`src/rtl/painterengine_gpu_writer_scheduler_if.sv`:
```
// ----------------------------------------------------------------------------
// painterengine_gpu_writer_scheduler_if
// Bundles the requester-side and writer-side signals of the GPU writer
// scheduler. Signal prefixes are from the scheduler's point of view.
//
// Handshake: a requester holds i_wire_request[k] high until it sees a one-cycle
// pulse on o_wire_done[k] or o_wire_error[k], and drops it on the following
// cycle. The writer is only out of reset (o_wire_writer_resetn=1) while it owns
// a job; i_wire_writer_done/i_wire_writer_error are levels sampled only then.
//
// Signals
//   i_wire_request        4  per-channel level request
//   o_wire_grant          4  one-hot owning channel, 0 when none
//   o_wire_done           4  one-cycle job-complete pulse on the owning channel
//   o_wire_error          4  one-cycle error/timeout pulse on the owning channel
//   o_wire_busy           1  high whenever the scheduler is not idle
//   o_wire_writer_resetn  1  writer reset, active-low
//   o_wire_writer_router  4  one-hot router presented to the writer
//   i_wire_writer_done    1  writer done level
//   i_wire_writer_error   1  writer error level
//   o_dbg_state           2  current scheduler state (debug)
// Modports: master = scheduler, slave = channels + writer side.
// ----------------------------------------------------------------------------
interface painterengine_gpu_writer_scheduler_if;
    logic [3:0] i_wire_request;
    logic [3:0] o_wire_grant;
    logic [3:0] o_wire_done;
    logic [3:0] o_wire_error;
    logic       o_wire_busy;
    logic       o_wire_writer_resetn;
    logic [3:0] o_wire_writer_router;
    logic       i_wire_writer_done;
    logic       i_wire_writer_error;
    logic [1:0] o_dbg_state;

    modport master (
        input  i_wire_request, i_wire_writer_done, i_wire_writer_error,
        output o_wire_grant, o_wire_done, o_wire_error, o_wire_busy,
               o_wire_writer_resetn, o_wire_writer_router, o_dbg_state
    );

    modport slave (
        output i_wire_request, i_wire_writer_done, i_wire_writer_error,
        input  o_wire_grant, o_wire_done, o_wire_error, o_wire_busy,
               o_wire_writer_resetn, o_wire_writer_router, o_dbg_state
    );
endinterface

```
`src/rtl/painterengine_gpu_writer_scheduler.sv`:
```
// ----------------------------------------------------------------------------
// painterengine_gpu_writer_scheduler
// Round-robin scheduler sharing one GPU DMA writer between 4 channels. It picks
// a requester, drives the writer's one-hot router, holds the writer in reset for
// PARAM_RESET_CYCLES, releases it for exactly one job and reports done/error
// back to the owning channel. A job with no writer response for PARAM_TIMEOUT
// RUN cycles is aborted with an error pulse.
//
// Ports
//   i_wire_clock  1  clock
//   i_wire_reset  1  synchronous active-high reset
//   io_bus           scheduler side (master) of the scheduler interface
// All outputs are registered.
// ----------------------------------------------------------------------------
module painterengine_gpu_writer_scheduler #(
    parameter int PARAM_RESET_CYCLES = 2,
    parameter int PARAM_TIMEOUT      = 65536
) (
    input  logic i_wire_clock,
    input  logic i_wire_reset,
    painterengine_gpu_writer_scheduler_if.master io_bus
);

    typedef enum logic [1:0] {
        S_IDLE   = 2'd0,
        S_RST    = 2'd1,
        S_RUN    = 2'd2,
        S_REPORT = 2'd3
    } state_t;

    state_t      r_state;
    logic [1:0]  r_ptr;
    logic [7:0]  r_rst_cnt;
    logic [31:0] r_to_cnt;
    logic [3:0]  r_grant;
    logic [3:0]  r_done;
    logic [3:0]  r_error;
    logic        r_busy;
    logic        r_resetn;

    logic        w_found;
    logic [1:0]  w_pick;
    logic [1:0]  w_idx;

    // Round-robin search starting one past the last grant; the 2-bit add wraps
    // channel 3 back to channel 0, and i=4 lands on the last granted channel.
    always_comb begin
        w_found = 1'b0;
        w_pick  = 2'd0;
        w_idx   = 2'd0;
        for (int i = 1; i <= 4; i++) begin
            w_idx = r_ptr + 2'(i);
            if (!w_found && io_bus.i_wire_request[w_idx]) begin
                w_found = 1'b1;
                w_pick  = w_idx;
            end
        end
    end

    always_ff @(posedge i_wire_clock) begin
        if (i_wire_reset) begin
            r_state   <= S_IDLE;
            r_ptr     <= 2'd3;
            r_rst_cnt <= 8'd0;
            r_to_cnt  <= 32'd0;
            r_grant   <= 4'd0;
            r_done    <= 4'd0;
            r_error   <= 4'd0;
            r_busy    <= 1'b0;
            r_resetn  <= 1'b0;
        end else begin
            case (r_state)
                S_IDLE: begin
                    if (w_found) begin
                        r_grant   <= 4'b0001 << w_pick;
                        r_ptr     <= w_pick;
                        r_rst_cnt <= 8'd0;
                        r_busy    <= 1'b1;
                        r_resetn  <= 1'b0;
                        r_state   <= S_RST;
                    end
                end
                S_RST: begin
                    // Router was registered on entry, so it is stable before
                    // resetn rises.
                    if (r_rst_cnt == 8'(PARAM_RESET_CYCLES - 1)) begin
                        r_resetn <= 1'b1;
                        r_to_cnt <= 32'd0;
                        r_state  <= S_RUN;
                    end else begin
                        r_rst_cnt <= r_rst_cnt + 8'd1;
                    end
                end
                S_RUN: begin
                    // Writer error outranks done, which outranks the timeout.
                    if (io_bus.i_wire_writer_error) begin
                        r_error  <= r_grant;
                        r_resetn <= 1'b0;
                        r_state  <= S_REPORT;
                    end else if (io_bus.i_wire_writer_done) begin
                        r_done   <= r_grant;
                        r_resetn <= 1'b0;
                        r_state  <= S_REPORT;
                    end else if (r_to_cnt == 32'(PARAM_TIMEOUT - 1)) begin
                        r_error  <= r_grant;
                        r_resetn <= 1'b0;
                        r_state  <= S_REPORT;
                    end else begin
                        r_to_cnt <= r_to_cnt + 32'd1;
                    end
                end
                S_REPORT: begin
                    r_done  <= 4'd0;
                    r_error <= 4'd0;
                    r_grant <= 4'd0;
                    r_busy  <= 1'b0;
                    r_state <= S_IDLE;
                end
                default: r_state <= S_IDLE;
            endcase
        end
    end

    assign io_bus.o_wire_grant         = r_grant;
    assign io_bus.o_wire_writer_router = r_grant;
    assign io_bus.o_wire_done          = r_done;
    assign io_bus.o_wire_error         = r_error;
    assign io_bus.o_wire_busy          = r_busy;
    assign io_bus.o_wire_writer_resetn = r_resetn;
    assign io_bus.o_dbg_state          = r_state;

endmodule

```
`src/flat_wrapper.sv`:
```
// flat-port wrapper written by rule: the top's interface ports become plain ports
module painterengine_gpu_writer_scheduler_flat 
#(
    parameter int PARAM_RESET_CYCLES = 2,
    parameter int PARAM_TIMEOUT      = 65536
)
  (i_wire_clock, i_wire_reset, io_bus_i_wire_request, io_bus_i_wire_writer_done, io_bus_i_wire_writer_error, io_bus_o_wire_grant, io_bus_o_wire_done, io_bus_o_wire_error, io_bus_o_wire_busy, io_bus_o_wire_writer_resetn, io_bus_o_wire_writer_router, io_bus_o_dbg_state);
  painterengine_gpu_writer_scheduler_if io_bus_i ();
  input  logic i_wire_clock;
  input  logic i_wire_reset;
  input wire logic [$bits(io_bus_i.i_wire_request)-1:0] io_bus_i_wire_request;
  input wire logic [$bits(io_bus_i.i_wire_writer_done)-1:0] io_bus_i_wire_writer_done;
  input wire logic [$bits(io_bus_i.i_wire_writer_error)-1:0] io_bus_i_wire_writer_error;
  output wire logic [$bits(io_bus_i.o_wire_grant)-1:0] io_bus_o_wire_grant;
  output wire logic [$bits(io_bus_i.o_wire_done)-1:0] io_bus_o_wire_done;
  output wire logic [$bits(io_bus_i.o_wire_error)-1:0] io_bus_o_wire_error;
  output wire logic [$bits(io_bus_i.o_wire_busy)-1:0] io_bus_o_wire_busy;
  output wire logic [$bits(io_bus_i.o_wire_writer_resetn)-1:0] io_bus_o_wire_writer_resetn;
  output wire logic [$bits(io_bus_i.o_wire_writer_router)-1:0] io_bus_o_wire_writer_router;
  output wire logic [$bits(io_bus_i.o_dbg_state)-1:0] io_bus_o_dbg_state;
  assign io_bus_i.i_wire_request = io_bus_i_wire_request;
  assign io_bus_i.i_wire_writer_done = io_bus_i_wire_writer_done;
  assign io_bus_i.i_wire_writer_error = io_bus_i_wire_writer_error;
  assign io_bus_o_wire_grant = io_bus_i.o_wire_grant;
  assign io_bus_o_wire_done = io_bus_i.o_wire_done;
  assign io_bus_o_wire_error = io_bus_i.o_wire_error;
  assign io_bus_o_wire_busy = io_bus_i.o_wire_busy;
  assign io_bus_o_wire_writer_resetn = io_bus_i.o_wire_writer_resetn;
  assign io_bus_o_wire_writer_router = io_bus_i.o_wire_writer_router;
  assign io_bus_o_dbg_state = io_bus_i.o_dbg_state;
  painterengine_gpu_writer_scheduler #(.PARAM_RESET_CYCLES(PARAM_RESET_CYCLES), .PARAM_TIMEOUT(PARAM_TIMEOUT)) u_core (.i_wire_clock(i_wire_clock), .i_wire_reset(i_wire_reset), .io_bus(io_bus_i));
endmodule
```
`config.mk`:
```
export PLATFORM = sky130hd
export DESIGN_NAME = painterengine_gpu_writer_scheduler_flat
export DESIGN_NICKNAME = d
export VERILOG_FILES = /design/src/rtl/painterengine_gpu_writer_scheduler_if.sv /design/src/rtl/painterengine_gpu_writer_scheduler.sv /design/src/flat_wrapper.sv
export SDC_FILE = /design/constraint.sdc
export NUM_CORES = 1
export LEC_CHECK = 0
export BUFFER_PORTS_ARGS = -buffer_cell sky130_fd_sc_hd__buf_2
export CELL_PAD_IN_SITES_DETAIL_PLACEMENT = 0
export CELL_PAD_IN_SITES_GLOBAL_PLACEMENT = 1
export CORE_ASPECT_RATIO = 1.5
export CORE_MARGIN = 2
export CORE_UTILIZATION = 45
export CTS_CLUSTER_DIAMETER = 200
export DETAILED_ROUTE_END_ITERATION = 8
export PLACE_DENSITY = 0.87
export SLEW_MARGIN = 20
export SYNTH_ARGS = -nofsm -noshare
export SYNTH_HDL_FRONTEND = slang
export SYNTH_SLANG_ARGS = --single-unit
```
`constraint.sdc`:
```
create_clock -name i_wire_clock -period 2.7 [get_ports i_wire_clock]
set_input_delay 0.27 -clock i_wire_clock [delete_from_list [all_inputs] [get_ports i_wire_clock]]
set_output_delay 0.27 -clock i_wire_clock [all_outputs]
set_load 0.05 [all_outputs]
```
==> flow_summary.json, run 1 <==
{
  "status": "finished clean",
  "hp-class": "primary input to register",
  "rsz0062_at_grt": "no",
  "switching_power_w": 0.001125,
  "seq_power_share_pct": 35.1,
  "synth_top_area_share_pct": 36.52,
  "multiInputGateArea_mm2": 0.001859,
  "synth_top_area_cell": "dfxtp_1",
  "worstSetupPathType": "register to register",
  "placedCellCount": 469,
  "start_util_pct": 46.40,
  "p_leak_nw": 1.305,
  "clkTransAtPathRegs_ns": 0.08,
  "crit_fanout": 26,
  "synthFlopType": "dfxtp_1",
  "grt_use_met2_pct": 34.94,
  "ys_seq_area_share_pct": 36.52,
  "drive_gt1_share_pct": 18.92,
  "die_y_um": 106.9,
  "final_nets": 418,
  "post-cts-setup-buffers": 0,
  "die_x_um": 72.63,
  "period_needed_ns": 2.457,
  "hpwl_um": 5295,
  "hold_viol_final": 0,
  "routedWlPerCell_um": 15.15,
  "power.density_mw_per_mm2": 800.1,
  "core_region_area_mm2": 0.006852,
  "met1_usage_pct": 23.46,
  "drv_cap": 0,
  "startpoint_type": "register",
  "grt_max_degree": 27,
  "drt_pass1_iterations": 5,
  "worst_ep_arrival_time_ns": 2.75,
  "fin_tns_setup_ns": 0,
  "rows": 37,
  "p_sw_share_pct": 39.19,
  "n_antenna_cell": 0,
  "synth_edf_count": 0,
  "fill_cells": 667,
  "busiest_layer": "met2",
  "irDropWorstVdd_mv": 0.3667,
  "setup_violations": 0,
  "clock_sinks": 58,
  "final_max_slew_viol_count": 0,
  "internal_power_w": 0.001745,
  "cts-buffers-inserted": 9,
  "hold_buffers": 0,
  "fin_cells": 485,
  "slew_headroom_pct": 51.13,
  "clkPwrFrac_pct": 31.2,
  "end_kind": "register",
  "yosysUniqueCellTypes": 64,
  "max_freq_ghz": 0.4071,
  "syn_to_final_growth_pct": 12.83,
  "yosysWarningCount": 0,
  "first_global_vias": 2680,
  "seqCellArea_mm2": 0.001161,
  "antenna_found_initial": 0,
  "synthTopCellsByCount": "dfxtp_1, nand2_1, a21oi_1, nand3_1, nor2_1",
  "dp_slack_ns": 0.2664,
  "fin_ws_ns": 0.2434,
  "die_area_mm2": 0.007767,
  "cts_tree": "yes",
  "io_buffers": 27,
  "track_usage_pct": 20.28,
  "synth_cells": 374,
  "async_flop_share_pct": 0,
  "netlist_top_cells_area": "dfxtp_1, a21oi_1, nand2_1",
  "vias": 2870,
  "ioPinCount": 28,
  "combPwrFrac_pct": 33.7,
  "worstMarginPinSlew_ns": 0.7232,
  "gp_congestion": 0.8150,
  "cts_resized": 0,
  "cp.required_ns": 2.99,
  "clock_path_buffers": 2,
  "antenna_left": 0,
  "htree_levels": 3,
  "drt_iter0_markers": 153,
  "syn_nets": 390,
  "synth_area_mm2": 0.003179,
  "met3_usage_pct": 4.417,
  "fin_util_pct": 52.36,
  "viasPerCell": 5.918,
  "ys_ff_latch": 58,
  "grt_pass1_wl_um": 12450,
  "fin_crit_sh_pct": 90.99,
  "grt_overflow_total": 0,
  "wirelength_um": 7350,
  "yosysMostFrequentCell": "dfxtp_1",
  "cts-root-buf": "clkbuf_8",
  "drc": 0,
  "avgSynthCellArea_um2": 8.501,
  "clkLatencyLatePin_ns": 0.35,
  "clock_skew_ns": 0.009979
}
## flip-flops by register name, indices dropped and copies added, names as in the netlist
signal                              flops
u_core.io_bus.o_wire_busy               1
u_core.io_bus.o_wire_grant              4
u_core.r_to_cnt                        32
u_core.io_bus.o_dbg_state               2
u_core.io_bus.o_wire_done               4
u_core.io_bus.o_wire_writer_resetn      1
u_core.r_ptr                            2
u_core.r_rst_cnt                        8
u_core.io_bus.o_wire_error              4
## power groups by stage
| stage | Combinational, W | Sequential [W] | Clock, W |
|---|---|---|---|
| finish | 0.000967 | 0.00101 | 0.000895 |
| global route | 0.00106 | 0.00102 | 0.000952 |
| CTS | 0.000975 | 0.00101 | 0.000914 |
| detailed placement | 0.000970 | 0.00103 | 0 |
| global placement | 0.000963 | 0.00102 | 0 |
| floorplan | 0.000594 | 0.00116 | 0 |
## metal layers
metal,vias up,wire length (um)
met2,40,3802
li1,1459,-
met1,1355,3161
met3,16,222
met4,0,165
met5,-,0
## placed cells by master (no fill, tap or decap), types with 3 or more instances in the layout
cell      instances
dfxtp_1          58
nand2_1          37
a21oi_1          36
buf_2            27
nor2_1           21
nand3_1          21
or3_1            11
o21ai_0          11
buf_4            11
nand4_1          10
inv_1             9
clkbuf_8          9
nor4_1            8
o21ai_1           8
and3_1            8
or4_1             8
mux2i_1           8
ha_1              8
or2_2             7
o31ai_1           6
xor2_1            5
nand4b_1          5
nand2b_1          4
a211oi_1          4
a22oi_1           4
nor3_1            3
a31oi_1           3
o31a_1            3
o21a_1            3
## path summary, 6_finish.rpt
path                                 startpoint                                 end  slack [ns]  cells past startpoint
min reg2reg  u_core.io_bus.o_wire_writer_resetn  u_core.io_bus.o_wire_writer_resetn        0.46                      2
max reg2reg        u_core.io_bus.o_dbg_state[0]                 u_core.r_to_cnt[19]        0.24                      9
max                u_core.io_bus.o_dbg_state[0]                 u_core.r_to_cnt[19]        0.24                      9
min                                i_wire_reset        u_core.io_bus.o_wire_done[3]        0.30                      2
## stage by stage
| step | instance area (um2) | hold WS (ns) | total power (W) |
|---|---|---|---|
| final | 3587 | 0.3050 | 0.002870 |
| after CTS | 3587 | 0.2988 | 0.002898 |
| after global placement | 3369 | 0.4464 | 0.001987 |
| after floorplan | 3179 | 0.4431 | 0.001756 |
| after global routing | 3587 | 0.3115 | 0.003037 |
| after detailed placement | 3369 | 0.4519 | 0.001999 |
## kinds of logic (layout without fill, tap and decap cells)
group | after synthesis | count (layout) | share of synthesized area, %
buf+inv | 30 | 63 | 4.998
xor+xnor | 6 | 6 | 1.653
flops | 58 | 58 | 36.52
mux | 9 | 9 | 2.873
fa+ha+maj | 8 | 8 | 3.148
simple gates | 161 | 161 | 29.40
compound gates | 102 | 102 | 21.41
## worst max-delay path: stages (launching register included)
cell,delay [ns]
dfxtp_1,0.35
inv_1,0.11
ha_1,0.20
buf_4,0.17
nor3b_2,0.30
o211a_1,0.25
o311ai_4,0.11
buf_4,0.23
or4_1,0.51
a21oi_1,0.15
## area by class of cell
cell class | count | area share, %
multi-input cells | 286 | 51.83
flip-flops and latches | 58 | 32.37
repair buffers | 38 | 6.069
clock buffers | 9 | 3.453
well taps | 78 | 2.721
clock inverters | 7 | 2.616
inverters | 9 | 0.9418
Note: power is estimated with default switching activity, not from simulation.
==> run 2: changes to the inputs <==
- CTS_BUF_LIST: unset -> sky130_fd_sc_hd__clkbuf_16
==> flow_summary.json, run 2 (synthesis results as in run 1) <==
{
  "die_area_mm2": 0.007767,
  "final_common_cell": "dfxtp_1",
  "antenna_left": 0,
  "first_global_vias": 2693,
  "clkTransAtPathRegs_ns": 0.06,
  "slowest_delay_ns": 0.51,
  "rr_endpoint": "u_core.r_to_cnt[19]",
  "max_freq_ghz": 0.4055,
  "hpwl_um": 5295,
  "die_y_um": 106.9,
  "htree_levels": 3,
  "vias": 2877,
  "worst-r2r-cell-count": 9,
  "syn_to_final_growth_pct": 16.02,
  "clock_skew_ns": 0.005482,
  "met2_length_um": 3784,
  "path_delay_family": "simple AND/OR/NAND/NOR gates",
  "cts_resized": 0,
  "cts-root-buf": "clkbuf_16",
  "crit_fanout": 26,
  "fin_ws_ns": 0.2340,
  "status": "finished clean",
  "crit_top_cell": "buf_4",
  "placed_area_mm2": 0.003369,
  "io_buffers": 27,
  "p_total_w": 0.003198,
  "hold_buffers": 0,
  "die_x_um": 72.63,
  "fin_crit_sh_pct": 91.33,
  "setup_violations": 0,
  "topRoutingLayerUsed": "met4",
  "regMostFlops": "u_core.r_to_cnt",
  "drt_iter0_markers": 155,
  "clock_path_buffers": 2,
  "cts-buffers-inserted": 9,
  "drc": 0,
  "clock_sinks": 58,
  "final_max_slew_viol_count": 0,
  "final_nets": 418,
  "core_region_area_mm2": 0.006852,
  "critPathBufInv": 3,
  "worst_ep_arrival_time_ns": 2.73,
  "antenna_found_initial": 0,
  "p_leak_nw": 1.351,
  "clkLatencyLatePin_ns": 0.33,
  "grt_pass1_wl_um": 12420,
  "wl_met3_um": 215,
  "mostFrequentLayoutCells": "dfxtp_1, nand2_1, a21oi_1",
  "routedWlPerCell_um": 15.10,
  "cp.required_ns": 2.96,
  "final_area_mm2": 0.003689,
  "worstMarginPinSlew_ns": 0.7227,
  "rsz0062_at_grt": "no",
  "cpMaxStageDelayCell": "or4_1",
  "wirelength_um": 7325,
  "hold_viol_final": 0,
  "ff2ff_setup_slack_ns": 0.23,
  "irDropWorstVdd_mv": 0.3822,
  "largestRegisters": "u_core.r_to_cnt x32, u_core.r_rst_cnt x8",
  "startpoint_type": "register",
  "wl_met1_um": 3204,
  "slew_headroom_pct": 51.16,
  "drv_cap": 0,
  "cts_tree": "yes",
  "hold_end": "u_core.io_bus.o_wire_done[3]",
  "dp_slack_ns": 0.2664,
  "n_antenna_cell": 0,
  "track_usage_pct": 20.16,
  "end_kind": "register",
  "hold_depth": 2,
  "drive_gt1_share_pct": 18.92,
  "grt_max_degree": 27,
  "grt_overflow_total": 0,
  "fin_tns_setup_ns": 0,
  "start_util_pct": 46.40,
  "rows": 37,
  "drt_pass1_iterations": 4,
  "worstSetupPathType": "register to register",
  "hp-class": "primary input to register",
  "viasPerCell": 5.932,
  "timing.rr.start": "u_core.io_bus.o_dbg_state[0]",
  "period_needed_ns": 2.466,
  "holdCritStartpoint": "i_wire_reset",
  "power.density_mw_per_mm2": 866.9,
  "post-cts-setup-buffers": 0,
  "ioPinCount": 28,
  "largest_reg_flops": 32,
  "path_cells": "inv_1 -> ha_1 -> buf_4 -> nor3b_2 -> o211a_1 -> o311ai_4 -> buf_4 -> or4_1 -> a21oi_1",
  "gp_congestion": 0.8150
}
==> run 2: through the flow <==
step / utilization [%] / cells / hold WS, ns
floorplan: - / 374 / 0.4431
global placement: 49.18 / 469 / 0.4464
detailed placement: 49.18 / 469 / 0.4519
CTS: 53.83 / 485 / 0.3290
global route: 53.83 / 485 / 0.3403
finish: 53.83 / 485 / 0.3337
==> run 2: where the power goes <==
part	internal [W]	switching (W)	total [W]	leakage (nW)
clock network	0.000804	0.000414	0.00122	0.151
logic	0.000299	0.000670	0.000969	0.731
registers	0.000931	0.0000798	0.00101	0.469
total	0.00203	0.00116	0.00320	1.35
==> run 2: routing by layer <==
metal	global-route usage [%]	up-vias
met3	4.887	11
met5	0	-
li1	-	1462
met2	35.19	35
met1	23.14	1369
met4	7.937	0
==> run 2: layout make-up <==
| class | count | area, um2 |
|---|---|---|
| Sequential cell | 58 | 1161 |
| Multi-Input combinational cell | 286 | 1859 |
| Inverter | 9 | 33.78 |
| Tap cell | 78 | 97.59 |
| Clock buffer | 9 | 225.2 |
| Fill cell | 643 | 3163 |
| Clock inverter | 7 | 93.84 |
| Timing Repair Buffer | 38 | 217.7 |
==> run 2: worst max path at each step <==
stage / from / end / depth (start not counted)
final: u_core.io_bus.o_dbg_state[0] / u_core.r_to_cnt[19] / 9
after floorplan: u_core.io_bus.o_dbg_state[0] / u_core.r_to_cnt[19] / 7
after detailed placement: u_core.io_bus.o_dbg_state[0] / u_core.r_to_cnt[19] / 9
after CTS: u_core.io_bus.o_dbg_state[0] / u_core.r_to_cnt[19] / 9
after global placement: u_core.io_bus.o_dbg_state[0] / u_core.r_to_cnt[19] / 9
after global routing: u_core.io_bus.o_dbg_state[0] / u_core.r_to_cnt[19] / 9
==> run 3: changes to the inputs <==
- ABC_AREA: unset -> 1
- CORE_UTILIZATION: 45 -> 42
- PLACE_DENSITY: 0.87 -> 0.88
- RECOVER_POWER: unset -> 50
==> flow_summary.json, run 3 <==
{
  "die_x_um": 82.49,
  "ys_seq_area_share_pct": 29.92,
  "hold_depth": 4,
  "seqCellArea_mm2": 0.001161,
  "clock_skew_ns": 0.009101,
  "worst_ep_arrival_time_ns": 2.52,
  "synth_top_area_cell": "dfxtp_1",
  "rr_endpoint": "u_core.r_to_cnt[23]",
  "fin_tns_setup_ns": 0,
  "ioPinCount": 28,
  "io_buffers": 27,
  "irDropWorstVdd_mv": 0.7400,
  "clock_path_buffers": 2,
  "status": "finished clean",
  "final_nets": 683,
  "n_antenna_cell": 0,
  "setup_violations": 0,
  "internal_power_w": 0.002221,
  "viasPerCell": 5.097,
  "antenna_left": 0,
  "synth_top_area_share_pct": 29.92,
  "track_usage_pct": 22.29,
  "hp-class": "primary input to register",
  "antenna_found_initial": 0,
  "cts-buffers-inserted": 9,
  "worst-r2r-cell-count": 11,
  "syn_to_final_growth_pct": 12.28,
  "ff2ff_setup_slack_ns": 0.44,
  "mostFrequentLayoutCells": "nand2_1, nor2_1, nand3_1",
  "cp.required_ns": 2.96,
  "holdCritStartpoint": "i_wire_reset",
  "routedWlPerCell_um": 13.21,
  "worstSetupPathType": "register to register",
  "clkPwrFrac_pct": 33.0,
  "p_sw_share_pct": 44.38,
  "multiInputGateArea_mm2": 0.002354,
  "fin_crit_sh_pct": 83.72,
  "regMostFlops": "u_core.r_to_cnt",
  "gp_congestion": 0.9349,
  "synthTopCellsByCount": "nand2_1, nor2_1, nand3_1, dfxtp_1, a21oi_1",
  "syn_nets": 665,
  "hold_viol_final": 0,
  "slew_headroom_pct": 59.49,
  "power.density_mw_per_mm2": 916.3,
  "timing.rr.start": "u_core.r_to_cnt[0]",
  "hold_buffers": 0,
  "ys_ff_latch": 58,
  "largestRegisters": "u_core.r_to_cnt x32, u_core.r_rst_cnt x8",
  "die_area_mm2": 0.01004,
  "p_leak_nw": 1.619,
  "period_needed_ns": 2.261,
  "drv_cap": 0,
  "startpoint_type": "register",
  "switching_power_w": 0.001772,
  "dp_slack_ns": 0.5756,
  "vias": 3996,
  "die_y_um": 121.7,
  "async_flop_share_pct": 0,
  "crit_fanout": 32,
  "grt_pass1_wl_um": 17290,
  "final_max_slew_viol_count": 0,
  "fin_ws_ns": 0.4395,
  "yosysWarningCount": 0,
  "fill_cells": 937,
  "rows": 43,
  "cts-root-buf": "clkbuf_16",
  "avgSynthCellArea_um2": 5.980,
  "first_global_vias": 3746,
  "largest_reg_flops": 32,
  "netlist_top_cells_area": "dfxtp_1, nand2_1, nor2_1",
  "drc": 0,
  "clkLatencyLatePin_ns": 0.33,
  "seq_power_share_pct": 26.6,
  "yosysMostFrequentCell": "nand2_1",
  "worstMarginPinSlew_ns": 0.6103,
  "htree_levels": 3,
  "synthFlopType": "dfxtp_1",
  "fin_util_pct": 47.93,
  "core_region_area_mm2": 0.009092,
  "hpwl_um": 7669,
  "final_common_cell": "nand2_1",
  "drive_gt1_share_pct": 6.101,
  "max_freq_ghz": 0.4424,
  "grt_overflow_total": 0,
  "synth_area_mm2": 0.003881,
  "grt_max_degree": 50,
  "cts_tree": "yes",
  "clkTransAtPathRegs_ns": 0.05,
  "end_kind": "register",
  "start_util_pct": 42.69,
  "hold_end": "u_core.io_bus.o_wire_writer_resetn",
  "drt_iter0_markers": 238,
  "rsz0062_at_grt": "no",
  "post-cts-setup-buffers": 0,
  "drt_pass1_iterations": 4,
  "wirelength_um": 10360,
  "cts_resized": 0,
  "combPwrFrac_pct": 40.4,
  "synth_edf_count": 0,
  "synth_cells": 649,
  "clock_sinks": 58,
  "yosysUniqueCellTypes": 32
}
[run 3: cell count changes in the layout (fill, tap and decap cells not counted), sizes merged, moves of 12 or more]
| cell | previous run | this run |
|---|---|---|
| nand3 | 21 | 74 |
| inv | 9 | 55 |
| or3 | 12 | 0 |
| buf | 38 | 12 |
| a21oi | 37 | 53 |
| nand2 | 37 | 217 |
| nor2 | 21 | 115 |
| clkbuf | 9 | 29 |
[run 3: kinds of logic after synthesis]
family	synth area share, %
XOR/XNOR	3.610
adder cells (fa/ha/maj)	2.579
buffers and inverters	9.058
flip-flops	29.92
AO/OA/AOI/OAI	8.607
AND/OR/NAND/NOR	46.23
[run 3: critical path, stage by stage (launching register included)]
cell     delay [ns]
dfxtp_1        0.41
ha_1           0.29
inv_1          0.14
nor2_8         0.17
nand2_4        0.08
nor2_1         0.19
nand3_2        0.11
nand3_2        0.11
nand2_4        0.13
nand2_4        0.32
nand2_1        0.11
a21oi_2        0.14
[run 3: how the worst max path moves through the flow]
stage | startpoint | cells after the start | endpoint
final | u_core.r_to_cnt[0] | 11 | u_core.r_to_cnt[23]
after global routing | u_core.r_ptr[0] | 13 | u_core.r_rst_cnt[4]
after CTS | u_core.r_to_cnt[0] | 11 | u_core.r_to_cnt[23]
after detailed placement | u_core.r_to_cnt[0] | 11 | u_core.r_to_cnt[23]
after global placement | u_core.r_to_cnt[0] | 11 | u_core.r_to_cnt[23]
after floorplan | u_core.io_bus.o_dbg_state[1] | 8 | u_core.r_to_cnt[23]
[run 3: final cells by class]
type / count / share of cell area, %
clock buffer: 9 / 5.168
tap: 112 / 3.216
clock inverter: 7 / 2.699
sequential: 58 / 26.64
inverter: 56 / 4.881
multi-input combinational: 510 / 54.01
timing repair buffer: 32 / 3.388
[run 3: power by group through the flow]
stage	Sequential, W	Clock [W]	Combinational [W]
after floorplan	0.00123	0	0.00119
after global placement	0.00107	0	0.00165
after detailed placement	0.00108	0	0.00166
after CTS	0.00106	0.00134	0.00167
after global routing	0.00108	0.00137	0.00180
final	0.00106	0.00132	0.00161
[run 3: routing by layer]
| metal | wire length, um | track usage, % | vias up | part of all wire [%] |
|---|---|---|---|---|
| met1 | 4046 | 23.94 | 1815 | 39 |
| met5 | 0 | 0 | - | 0 |
| li1 | - | - | 2090 | - |
| met2 | 5599 | 40.42 | 67 | 54 |
| met4 | 366 | 10.76 | 0 | 3.5 |
| met3 | 345 | 4.296 | 24 | 3.3 |
[run 3: through the flow]
stage	area (um2)	instances	total power [W]	hold WS, ns
6_report	4358	784	0.003993	0.3067
5_1_grt	4358	784	0.004259	0.3536
4_1_cts	4398	784	0.004073	0.3058
3_5_place_dp	4055	768	0.002737	0.4524
3_3_place_gp	4055	768	0.002722	0.4497
2_1_floorplan	3881	649	0.002427	0.4522
